### src/rtl/lag_line_pkg.sv
// Shared types and helpers for the lag line stream: FSM states, index-width
// derivation and the rule that unwritten history reads back as zero.
package lag_line_pkg;

    typedef enum logic {
        IDLE = 1'b0,
        EMIT = 1'b1
    } state_t;

    // Width of a lag/tap index for a history of the given depth.
    function automatic int lw_of(input int depth);
        return (depth > 1) ? $clog2(depth) : 1;
    endfunction

    // An entry of the given age holds real data only once that many samples exist.
    function automatic logic age_valid(input int unsigned age, input int unsigned fill);
        return age < fill;
    endfunction

endpackage

### src/rtl/lag_line_stream_if.sv
// Sample input and tap stream bundle of the lag line. The slave modport is the
// lag line itself; the master modport is the converter/estimator side.
interface lag_line_stream_if #(
    parameter int WIDTH = 64,
    parameter int DEPTH = 16
);
    import lag_line_pkg::*;

    localparam int LW = lw_of(DEPTH);

    logic             enable;
    logic [WIDTH-1:0] signal;
    logic [LW-1:0]    lag_sel;
    logic [WIDTH-1:0] signal_align;
    logic             tap_valid;
    logic             tap_ready;
    logic [WIDTH-1:0] tap_data;
    logic [LW-1:0]    tap_index;
    logic             tap_last;
    logic             ready;

    modport slave (
        input  enable,
        input  signal,
        input  lag_sel,
        input  tap_ready,
        output signal_align,
        output tap_valid,
        output tap_data,
        output tap_index,
        output tap_last,
        output ready
    );

    modport master (
        output enable,
        output signal,
        output lag_sel,
        output tap_ready,
        input  signal_align,
        input  tap_valid,
        input  tap_data,
        input  tap_index,
        input  tap_last,
        input  ready
    );

endinterface

### src/rtl/lag_ring_buffer.sv
// DEPTH-deep sample history with one write port and two read ports addressed
// by age, where age 0 is the most recently written sample.
module lag_ring_buffer import lag_line_pkg::*; #(
    parameter int  WIDTH = 64,
    parameter int  DEPTH = 16,
    localparam int LW    = lw_of(DEPTH)
) (
    input  logic             clk_operation,
    input  logic             rst_n,
    input  logic             wr_en,
    input  logic [WIDTH-1:0] wr_data,
    input  logic [LW-1:0]    align_age,
    output logic [WIDTH-1:0] align_data,
    input  logic [LW-1:0]    tap_age,
    output logic [WIDTH-1:0] tap_data,
    output logic [LW:0]      fill_count
);

    localparam logic [LW:0] FULL = (LW+1)'(DEPTH);

    logic [WIDTH-1:0] mem [DEPTH];
    logic [LW-1:0]    wr_ptr;
    logic [LW-1:0]    align_idx;
    logic [LW-1:0]    tap_idx;

    // Storage is deliberately left out of reset; fill_count masks stale entries.
    always_ff @(posedge clk_operation) begin
        if (wr_en) begin
            mem[wr_ptr] <= wr_data;
        end
    end

    always_ff @(posedge clk_operation or negedge rst_n) begin
        if (!rst_n) begin
            wr_ptr     <= '0;
            fill_count <= '0;
        end else if (wr_en) begin
            wr_ptr <= wr_ptr + LW'(1);
            if (fill_count != FULL) begin
                fill_count <= fill_count + (LW+1)'(1);
            end
        end
    end

    // DEPTH is a power of two, so the pointer arithmetic wraps for free.
    assign align_idx  = wr_ptr - LW'(1) - align_age;
    assign tap_idx    = wr_ptr - LW'(1) - tap_age;

    assign align_data = age_valid(32'(align_age), 32'(fill_count)) ? mem[align_idx] : '0;
    assign tap_data   = age_valid(32'(tap_age), 32'(fill_count)) ? mem[tap_idx] : '0;

endmodule

### src/rtl/lag_line_stream.sv
// Lag line: records strobed samples into a ring history, emits a lag-aligned
// copy of each sample and streams a TAPS-long reference vector per sample.
module lag_line_stream import lag_line_pkg::*; #(
    parameter int  WIDTH = 64,
    parameter int  TAPS  = 4,
    parameter int  DEPTH = 16,
    localparam int LW    = lw_of(DEPTH)
) (
    input  logic             clk_operation,
    input  logic             rst_n,
    input  logic             overrun_clr,
    lag_line_stream_if.slave bus,
    output logic             busy,
    output logic             overrun,
    output logic [LW:0]      fill_count
);

    localparam logic [LW-1:0] LAST_IDX = LW'(TAPS - 1);

    state_t           state_q;
    state_t           state_d;
    logic [WIDTH-1:0] align_q;
    logic [WIDTH-1:0] align_d;
    logic [WIDTH-1:0] tap_data_q;
    logic [WIDTH-1:0] tap_data_d;
    logic [LW-1:0]    tap_index_q;
    logic [LW-1:0]    tap_index_d;
    logic             tap_valid_q;
    logic             tap_valid_d;
    logic             ready_q;
    logic             ready_d;
    logic             overrun_q;
    logic             overrun_d;

    logic             wr_en;
    logic [LW-1:0]    align_age;
    logic [LW-1:0]    tap_age;
    logic [WIDTH-1:0] ring_align_data;
    logic [WIDTH-1:0] ring_tap_data;
    logic             handshake;
    logic             at_last;

    // Reads happen before the incoming sample lands, so lag L sits at ring age L-1
    // and the next tap k+1 sits at ring age k+1 once the sample has been written.
    assign align_age = bus.lag_sel - LW'(1);
    assign tap_age   = tap_index_q + LW'(1);
    assign handshake = tap_valid_q && bus.tap_ready;
    assign at_last   = (tap_index_q == LAST_IDX);

    lag_ring_buffer #(
        .WIDTH (WIDTH),
        .DEPTH (DEPTH)
    ) u_ring (
        .clk_operation (clk_operation),
        .rst_n         (rst_n),
        .wr_en         (wr_en),
        .wr_data       (bus.signal),
        .align_age     (align_age),
        .align_data    (ring_align_data),
        .tap_age       (tap_age),
        .tap_data      (ring_tap_data),
        .fill_count    (fill_count)
    );

    always_comb begin
        state_d     = state_q;
        align_d     = align_q;
        tap_data_d  = tap_data_q;
        tap_index_d = tap_index_q;
        tap_valid_d = tap_valid_q;
        ready_d     = 1'b0;
        overrun_d   = overrun_q;
        wr_en       = 1'b0;

        if (overrun_clr) begin
            overrun_d = 1'b0;
        end

        unique case (state_q)
            IDLE: begin
                if (bus.enable) begin
                    wr_en       = 1'b1;
                    align_d     = (bus.lag_sel == '0) ? bus.signal : ring_align_data;
                    tap_data_d  = bus.signal;
                    tap_index_d = '0;
                    tap_valid_d = 1'b1;
                    state_d     = EMIT;
                end
            end
            EMIT: begin
                // A strobe here is lost; setting overrun beats a same-cycle clear.
                if (bus.enable) begin
                    overrun_d = 1'b1;
                end
                if (handshake) begin
                    if (at_last) begin
                        tap_valid_d = 1'b0;
                        ready_d     = 1'b1;
                        state_d     = IDLE;
                    end else begin
                        tap_index_d = tap_index_q + LW'(1);
                        tap_data_d  = ring_tap_data;
                    end
                end
            end
            default: begin
                state_d = IDLE;
            end
        endcase
    end

    always_ff @(posedge clk_operation or negedge rst_n) begin
        if (!rst_n) begin
            state_q     <= IDLE;
            align_q     <= '0;
            tap_data_q  <= '0;
            tap_index_q <= '0;
            tap_valid_q <= 1'b0;
            ready_q     <= 1'b0;
            overrun_q   <= 1'b0;
        end else begin
            state_q     <= state_d;
            align_q     <= align_d;
            tap_data_q  <= tap_data_d;
            tap_index_q <= tap_index_d;
            tap_valid_q <= tap_valid_d;
            ready_q     <= ready_d;
            overrun_q   <= overrun_d;
        end
    end

    assign bus.signal_align = align_q;
    assign bus.tap_valid    = tap_valid_q;
    assign bus.tap_data     = tap_data_q;
    assign bus.tap_index    = tap_index_q;
    assign bus.tap_last     = tap_valid_q && at_last;
    assign bus.ready        = ready_q;
    assign busy             = (state_q != IDLE);
    assign overrun          = overrun_q;

endmodule
### src/flat_wrapper.sv
// flat-port wrapper written by rule: the top's interface ports become plain ports
module lag_line_stream_flat import lag_line_pkg::*;
#(
    parameter int  WIDTH = 64,
    parameter int  TAPS  = 4,
    parameter int  DEPTH = 16,
    localparam int LW    = lw_of(DEPTH)
)
  (clk_operation, rst_n, overrun_clr, busy, overrun, fill_count, bus_enable, bus_signal, bus_lag_sel, bus_tap_ready, bus_signal_align, bus_tap_valid, bus_tap_data, bus_tap_index, bus_tap_last, bus_ready);
  lag_line_stream_if #(.WIDTH(WIDTH), .DEPTH(DEPTH)) bus_i ();
  input  logic clk_operation;
  input  logic rst_n;
  input  logic overrun_clr;
  output logic busy;
  output logic overrun;
  output logic [LW:0] fill_count;
  input wire logic [$bits(bus_i.enable)-1:0] bus_enable;
  input wire logic [$bits(bus_i.signal)-1:0] bus_signal;
  input wire logic [$bits(bus_i.lag_sel)-1:0] bus_lag_sel;
  input wire logic [$bits(bus_i.tap_ready)-1:0] bus_tap_ready;
  output wire logic [$bits(bus_i.signal_align)-1:0] bus_signal_align;
  output wire logic [$bits(bus_i.tap_valid)-1:0] bus_tap_valid;
  output wire logic [$bits(bus_i.tap_data)-1:0] bus_tap_data;
  output wire logic [$bits(bus_i.tap_index)-1:0] bus_tap_index;
  output wire logic [$bits(bus_i.tap_last)-1:0] bus_tap_last;
  output wire logic [$bits(bus_i.ready)-1:0] bus_ready;
  assign bus_i.enable = bus_enable;
  assign bus_i.signal = bus_signal;
  assign bus_i.lag_sel = bus_lag_sel;
  assign bus_i.tap_ready = bus_tap_ready;
  assign bus_signal_align = bus_i.signal_align;
  assign bus_tap_valid = bus_i.tap_valid;
  assign bus_tap_data = bus_i.tap_data;
  assign bus_tap_index = bus_i.tap_index;
  assign bus_tap_last = bus_i.tap_last;
  assign bus_ready = bus_i.ready;
  lag_line_stream #(.WIDTH(WIDTH), .TAPS(TAPS), .DEPTH(DEPTH)) u_core (.clk_operation(clk_operation), .rst_n(rst_n), .overrun_clr(overrun_clr), .bus(bus_i), .busy(busy), .overrun(overrun), .fill_count(fill_count));
endmodule
### config.mk
export PLATFORM = sky130hd
export DESIGN_NAME = lag_line_stream_flat
export DESIGN_NICKNAME = d
export VERILOG_FILES = /design/src/rtl/lag_line_pkg.sv /design/src/rtl/lag_line_stream_if.sv /design/src/rtl/lag_ring_buffer.sv /design/src/rtl/lag_line_stream.sv /design/src/flat_wrapper.sv
export SDC_FILE = /design/constraint.sdc
export NUM_CORES = 1
export LEC_CHECK = 0
export CAP_MARGIN = 40
export CELL_PAD_IN_SITES_DETAIL_PLACEMENT = 0
export CELL_PAD_IN_SITES_GLOBAL_PLACEMENT = 1
export CORE_MARGIN = 2
export CORE_UTILIZATION = 53
export DETAILED_ROUTE_END_ITERATION = 10
export GPL_TIMING_DRIVEN = 1
export PLACE_DENSITY_LB_ADDON = 0.1
export REMOVE_ABC_BUFFERS = 1
export SLEW_MARGIN = 20
export SYNTH_ARGS = -nofsm -noshare
export SYNTH_HDL_FRONTEND = slang
export SYNTH_HIERARCHICAL = 1
export SYNTH_SLANG_ARGS = --single-unit
### constraint.sdc
create_clock -name clk_operation -period 8.2 [get_ports clk_operation]
set_input_delay 1.23 -clock clk_operation [delete_from_list [all_inputs] [get_ports clk_operation]]
set_output_delay 1.23 -clock clk_operation [all_outputs]
set_load 0.05 [all_outputs]
==> flow_summary.html <==
<table>
<tr><th>Metric</th><th>Value</th></tr>
<tr><th colspan="2">Placed design</th></tr>
<tr><td>Buffers on Ports</td><td>214</td></tr>
<tr><td>Number of cells after detailed placement</td><td>4446</td></tr>
<tr><td>Minimum setup slack after placement</td><td>2920 ps</td></tr>
<tr><td>Gp weighted congestion</td><td>0.771</td></tr>
<tr><td>Area after DPL</td><td>0.0586 mm2</td></tr>
<tr><td>DP HPWL</td><td>81.1 mm</td></tr>
<tr><th colspan="2">GRT</th></tr>
<tr><td>Global-route wire length before repair</td><td>234 mm</td></tr>
<tr><td>Overflow after GRT</td><td>0</td></tr>
<tr><td>Global router's overall resource usage</td><td>30.7%</td></tr>
<tr><td>Largest net degree at the start of global routing</td><td>103</td></tr>
<tr><td>Via count of the first global-routing pass</td><td>34041</td></tr>
<tr><td>Initial antenna violation count</td><td>9</td></tr>
<tr><th colspan="2">Setup path</th></tr>
<tr><td>Cell class contributing the biggest share of worst-path delay</td><td>adder cells</td></tr>
<tr><td>Library cell contributing the largest single delay on the critical path</td><td>sky130_fd_sc_hd__fa_4</td></tr>
<tr><td>Max incr delay on CP</td><td>1040 ps</td></tr>
<tr><td>Worst Path Max Fanout</td><td>41</td></tr>
<tr><td>Endpoint class of the critical path</td><td>flop</td></tr>
<tr><td>Worst path cell trace</td><td>inv_1, ha_1, fa_4, buf_16, buf_4, mux4_2, nor2b_1, a2111oi_0, a211oi_1, o32ai_1, a21oi_2</td></tr>
<tr><td>Arrival time at the worst endpoint</td><td>5700 ps</td></tr>
<tr><td>Buffer and inverter count on the worst path</td><td>3</td></tr>
<tr><td>Start point of the critical path</td><td>u_core/u_ring/wr_ptr[0]</td></tr>
<tr><td>Critical Setup Path Class</td><td>reg2reg</td></tr>
<tr><td>Required time of the critical path</td><td>8780 ps</td></tr>
<tr><td>Launching point of the worst reg2reg path</td><td>u_core/u_ring/wr_ptr[0]</td></tr>
<tr><td>Type of element launching the critical path</td><td>flop</td></tr>
<tr><th colspan="2">Finish</th></tr>
<tr><td>Filler Cells Inserted</td><td>7372</td></tr>
<tr><td>Share of cells above drive strength 1</td><td>25.4%</td></tr>
<tr><td># nets final</td><td>3314</td></tr>
<tr><td>Area growth from synthesis to final layout</td><td>15.0%</td></tr>
<tr><td>Final Util</td><td>61.7%</td></tr>
<tr><td>Number of standard cells in the final layout excluding fillers</td><td>4692</td></tr>
<tr><td>FF+latch area</td><td>0.0344 mm2</td></tr>
<tr><td>Design area</td><td>0.0629 mm2</td></tr>
<tr><td>Area taken by multi-input logic gates</td><td>0.0191 mm2</td></tr>
<tr><th colspan="2">Synthesis</th></tr>
<tr><td>Yosys warning total</td><td>6</td></tr>
<tr><td>Leading cell types by total area after synthesis</td><td>sky130_fd_sc_hd__edfxtp_1, sky130_fd_sc_hd__mux4_2, sky130_fd_sc_hd__dfrtp_1, sky130_fd_sc_hd__a211oi_1, sky130_fd_sc_hd__mux2i_1</td></tr>
<tr><td>Top cell types by occurrence after synthesis</td><td>sky130_fd_sc_hd__edfxtp_1, sky130_fd_sc_hd__mux4_2, sky130_fd_sc_hd__a211oi_1</td></tr>
<tr><td>Combined area of all synthesized cells</td><td>0.0547 mm2</td></tr>
<tr><td>Mean post-synth cell area</td><td>18.0 um2</td></tr>
<tr><td>Yosys top cell by area</td><td>sky130_fd_sc_hd__edfxtp_1</td></tr>
<tr><td>Number of enable-type register cells in the synthesized netlist</td><td>1024</td></tr>
<tr><td>Leading cell type by number of instances after synthesis</td><td>sky130_fd_sc_hd__edfxtp_1</td></tr>
<tr><td>Async set-reset flop share out of synthesis</td><td>12.4%</td></tr>
<tr><td>Post-synth top flop</td><td>sky130_fd_sc_hd__edfxtp_1</td></tr>
<tr><td>Count of state elements after synthesis</td><td>1169</td></tr>
<tr><td>Share of the synthesized area in the top cell type</td><td>56.2%</td></tr>
<tr><td>Synth unique cells</td><td>49</td></tr>
<tr><td>Sequential cell area fraction in the yosys report</td><td>62.8%</td></tr>
<tr><td>Number of cells produced by synthesis</td><td>3047</td></tr>
<tr><th colspan="2">Floorplanning</th></tr>
<tr><td>Width of the die</td><td>325 um</td></tr>
<tr><td>Number of ports placed on the die boundary</td><td>215</td></tr>
<tr><td>Overall die area</td><td>0.106 mm2</td></tr>
<tr><td>Core Area</td><td>0.102 mm2</td></tr>
<tr><td>Cell row count</td><td>117</td></tr>
<tr><td>Die extent in y</td><td>325 um</td></tr>
<tr><td>Effective utilization at floorplan</td><td>53.6%</td></tr>
<tr><th colspan="2">STA</th></tr>
<tr><td>Final critical delay including setup and external delays</td><td>5120 ps</td></tr>
<tr><td>Worst-margin pin slew</td><td>899 ps</td></tr>
<tr><td>Post-Route Skew</td><td>25.1 ps</td></tr>
<tr><td>Final-report setup violation count</td><td>0</td></tr>
<tr><td>RSZ-0062 raised after global routing</td><td>no</td></tr>
<tr><td>Tcrit/Tclk final</td><td>62.5%</td></tr>
<tr><td>Hold Vio Cnt, Final</td><td>0</td></tr>
<tr><td>Final Slew Violations</td><td>0</td></tr>
<tr><td>Peak Freq</td><td>195 MHz</td></tr>
<tr><td>Headroom to the max-slew limit</td><td>38.5%</td></tr>
<tr><td>Worst-case setup margin in the final layout</td><td>3080 ps</td></tr>
<tr><th colspan="2">Clock tree</th></tr>
<tr><td>Count of hold-fix buffers inserted at cts</td><td>0</td></tr>
<tr><td>Count of buffers added by post-CTS timing repair for setup</td><td>0</td></tr>
<tr><td>Number of clock buffers inserted by TritonCTS</td><td>131</td></tr>
<tr><td>Maximum clock path buffer count</td><td>3</td></tr>
<tr><td>Worst skew pair latency</td><td>730 ps</td></tr>
<tr><td>Clock-pin slew on the worst setup and hold paths</td><td>60 ps</td></tr>
<tr><td>Number of sinks on the clock net</td><td>1169</td></tr>
<tr><td>Clock tree from TritonCTS</td><td>yes</td></tr>
<tr><td>Number of H-tree levels</td><td>4</td></tr>
<tr><td>Clock root buffer</td><td>sky130_fd_sc_hd__clkbuf_16</td></tr>
<tr><td>PostCTS Resize Cnt</td><td>0</td></tr>
<tr><th colspan="2">Drt</th></tr>
<tr><td>Detail-routed via count per cell</td><td>6.97</td></tr>
<tr><td>Wire length reported by the detailed router</td><td>160 mm</td></tr>
<tr><td>Initial detailed-routing violation count</td><td>3733</td></tr>
<tr><td>Remaining number of nets flagged by the antenna check after routing</td><td>0</td></tr>
<tr><td>Number of vias in the routed layout</td><td>32693</td></tr>
<tr><td>Final routed DRC violation total</td><td>0</td></tr>
<tr><td>Final routed wire length divided by cell count</td><td>34.1 um</td></tr>
<tr><td>Count of TritonRoute iterations in the first routing pass</td><td>7</td></tr>
<tr><th colspan="2">Hold path</th></tr>
<tr><td>Worst hold path type</td><td>in2async</td></tr>
<tr><th colspan="2">Run status</th></tr>
<tr><td>Run status</td><td>finished clean</td></tr>
<tr><th colspan="2">Flow run</th></tr>
<tr><td>Number of max-cap violations</td><td>0</td></tr>
</table>
-- cell type report --
cell class | instances | area share [%]
clock buffer | 189 | 5.94
timing repair buffer | 309 | 5.49
antenna | 1 | 0.00398
clock inverter | 48 | 0.640
tap | 1368 | 2.72
multi-input combinational | 1589 | 30.4
inverter | 19 | 0.121
sequential | 1169 | 54.6
-- registers in the layout, summed over array words and instances, names as in the netlist --
| register | count |
|---|---|
| u_core/u_ring/wr_ptr | 4 |
| u_core/u_ring/mem | 1024 |
| u_core/bus.tap_valid | 1 |
| u_core/u_ring/fill_count | 5 |
| u_core/bus.tap_data | 64 |
| u_core/bus.signal_align | 64 |
| u_core/overrun | 1 |
| u_core/bus.tap_index | 4 |
| u_core/bus.ready | 1 |
| u_core/busy | 1 |
-- routing by layer --
layer	global-route usage (%)	vias to the layer above	wire, um
li1	-	13139	-
met1	44.0	17525	63500
met2	48.2	1732	76800
met3	6.19	285	15600
met4	8.91	12	4160
met5	0	-	89
-- cell usage in the layout (no fill, tap or decap), drive strengths merged, types with 2 or more instances in the layout --
cell type and n:
edfxtp 1024, fa 2, a211oi 195, clkinv 39, nor3b 2, bufinv 7
o21ai 5, inv 20, ha 20, o31ai 2, o211ai 3, mux2i 128
nand3 3, nand2b 4, and3 2, clkbuf 189, nand2 75, clkdlybuf4s50 213
or3b 2, dfrtp 145, xor2 8, a2111oi 64, nand4 3, a21oi 194
o32ai 64, xnor3 2, mux4 512, a21o 2, xnor2 7, nor3 8
nor2b 129, buf 96, nor2 147
-- worst register-to-register path: stages (launching register included) --
cell,delay (ps)
sky130_fd_sc_hd__dfrtp_1,630
sky130_fd_sc_hd__inv_1,130
sky130_fd_sc_hd__ha_1,410
sky130_fd_sc_hd__fa_4,1040
sky130_fd_sc_hd__buf_16,290
sky130_fd_sc_hd__buf_4,680
sky130_fd_sc_hd__mux4_2,420
sky130_fd_sc_hd__nor2b_1,140
sky130_fd_sc_hd__a2111oi_0,470
sky130_fd_sc_hd__a211oi_1,120
sky130_fd_sc_hd__o32ai_1,610
sky130_fd_sc_hd__a21oi_2,50
-- worst paths after layout --
kind	cells past startpoint	slack [ps]	end
setup / recovery	11	3080	u_core/bus.tap_data[46]
hold / removal	1	360	u_core/bus.tap_data[43]
setup reg to reg	11	3080	u_core/bus.tap_data[46]
hold reg to reg	2	530	u_core/bus.signal_align[10]
max in group asynchronous	3	6500	u_core/bus.signal_align[58]
min in group clk_operation	2	530	u_core/bus.signal_align[10]
-- metrics by stage --
stage | hold WS, ps | setup TNS [ps]
global placement | 509 | 0
finish | 358 | 0
detailed placement | 519 | 0
floorplan | 587 | -1201230
CTS | 329 | 0
global route | 341 | 0
-- cell families after synthesis --
logic type               after synthesis  synth area share (%)
AO/OA/AOI/OAI                        531                  6.88
XOR/XNOR                              17                 0.322
adder cells (fa/ha/maj)               22                 0.530
buffers and inverters                289                  2.68
flip-flops                          1169                  62.8
multiplexers                         641                  23.4
AND/OR/NAND/NOR                      378                  3.34
Power is left out: the tool's default activity adds up to more than one toggle a clock period on the data nets, which glitch-free logic cannot reach.
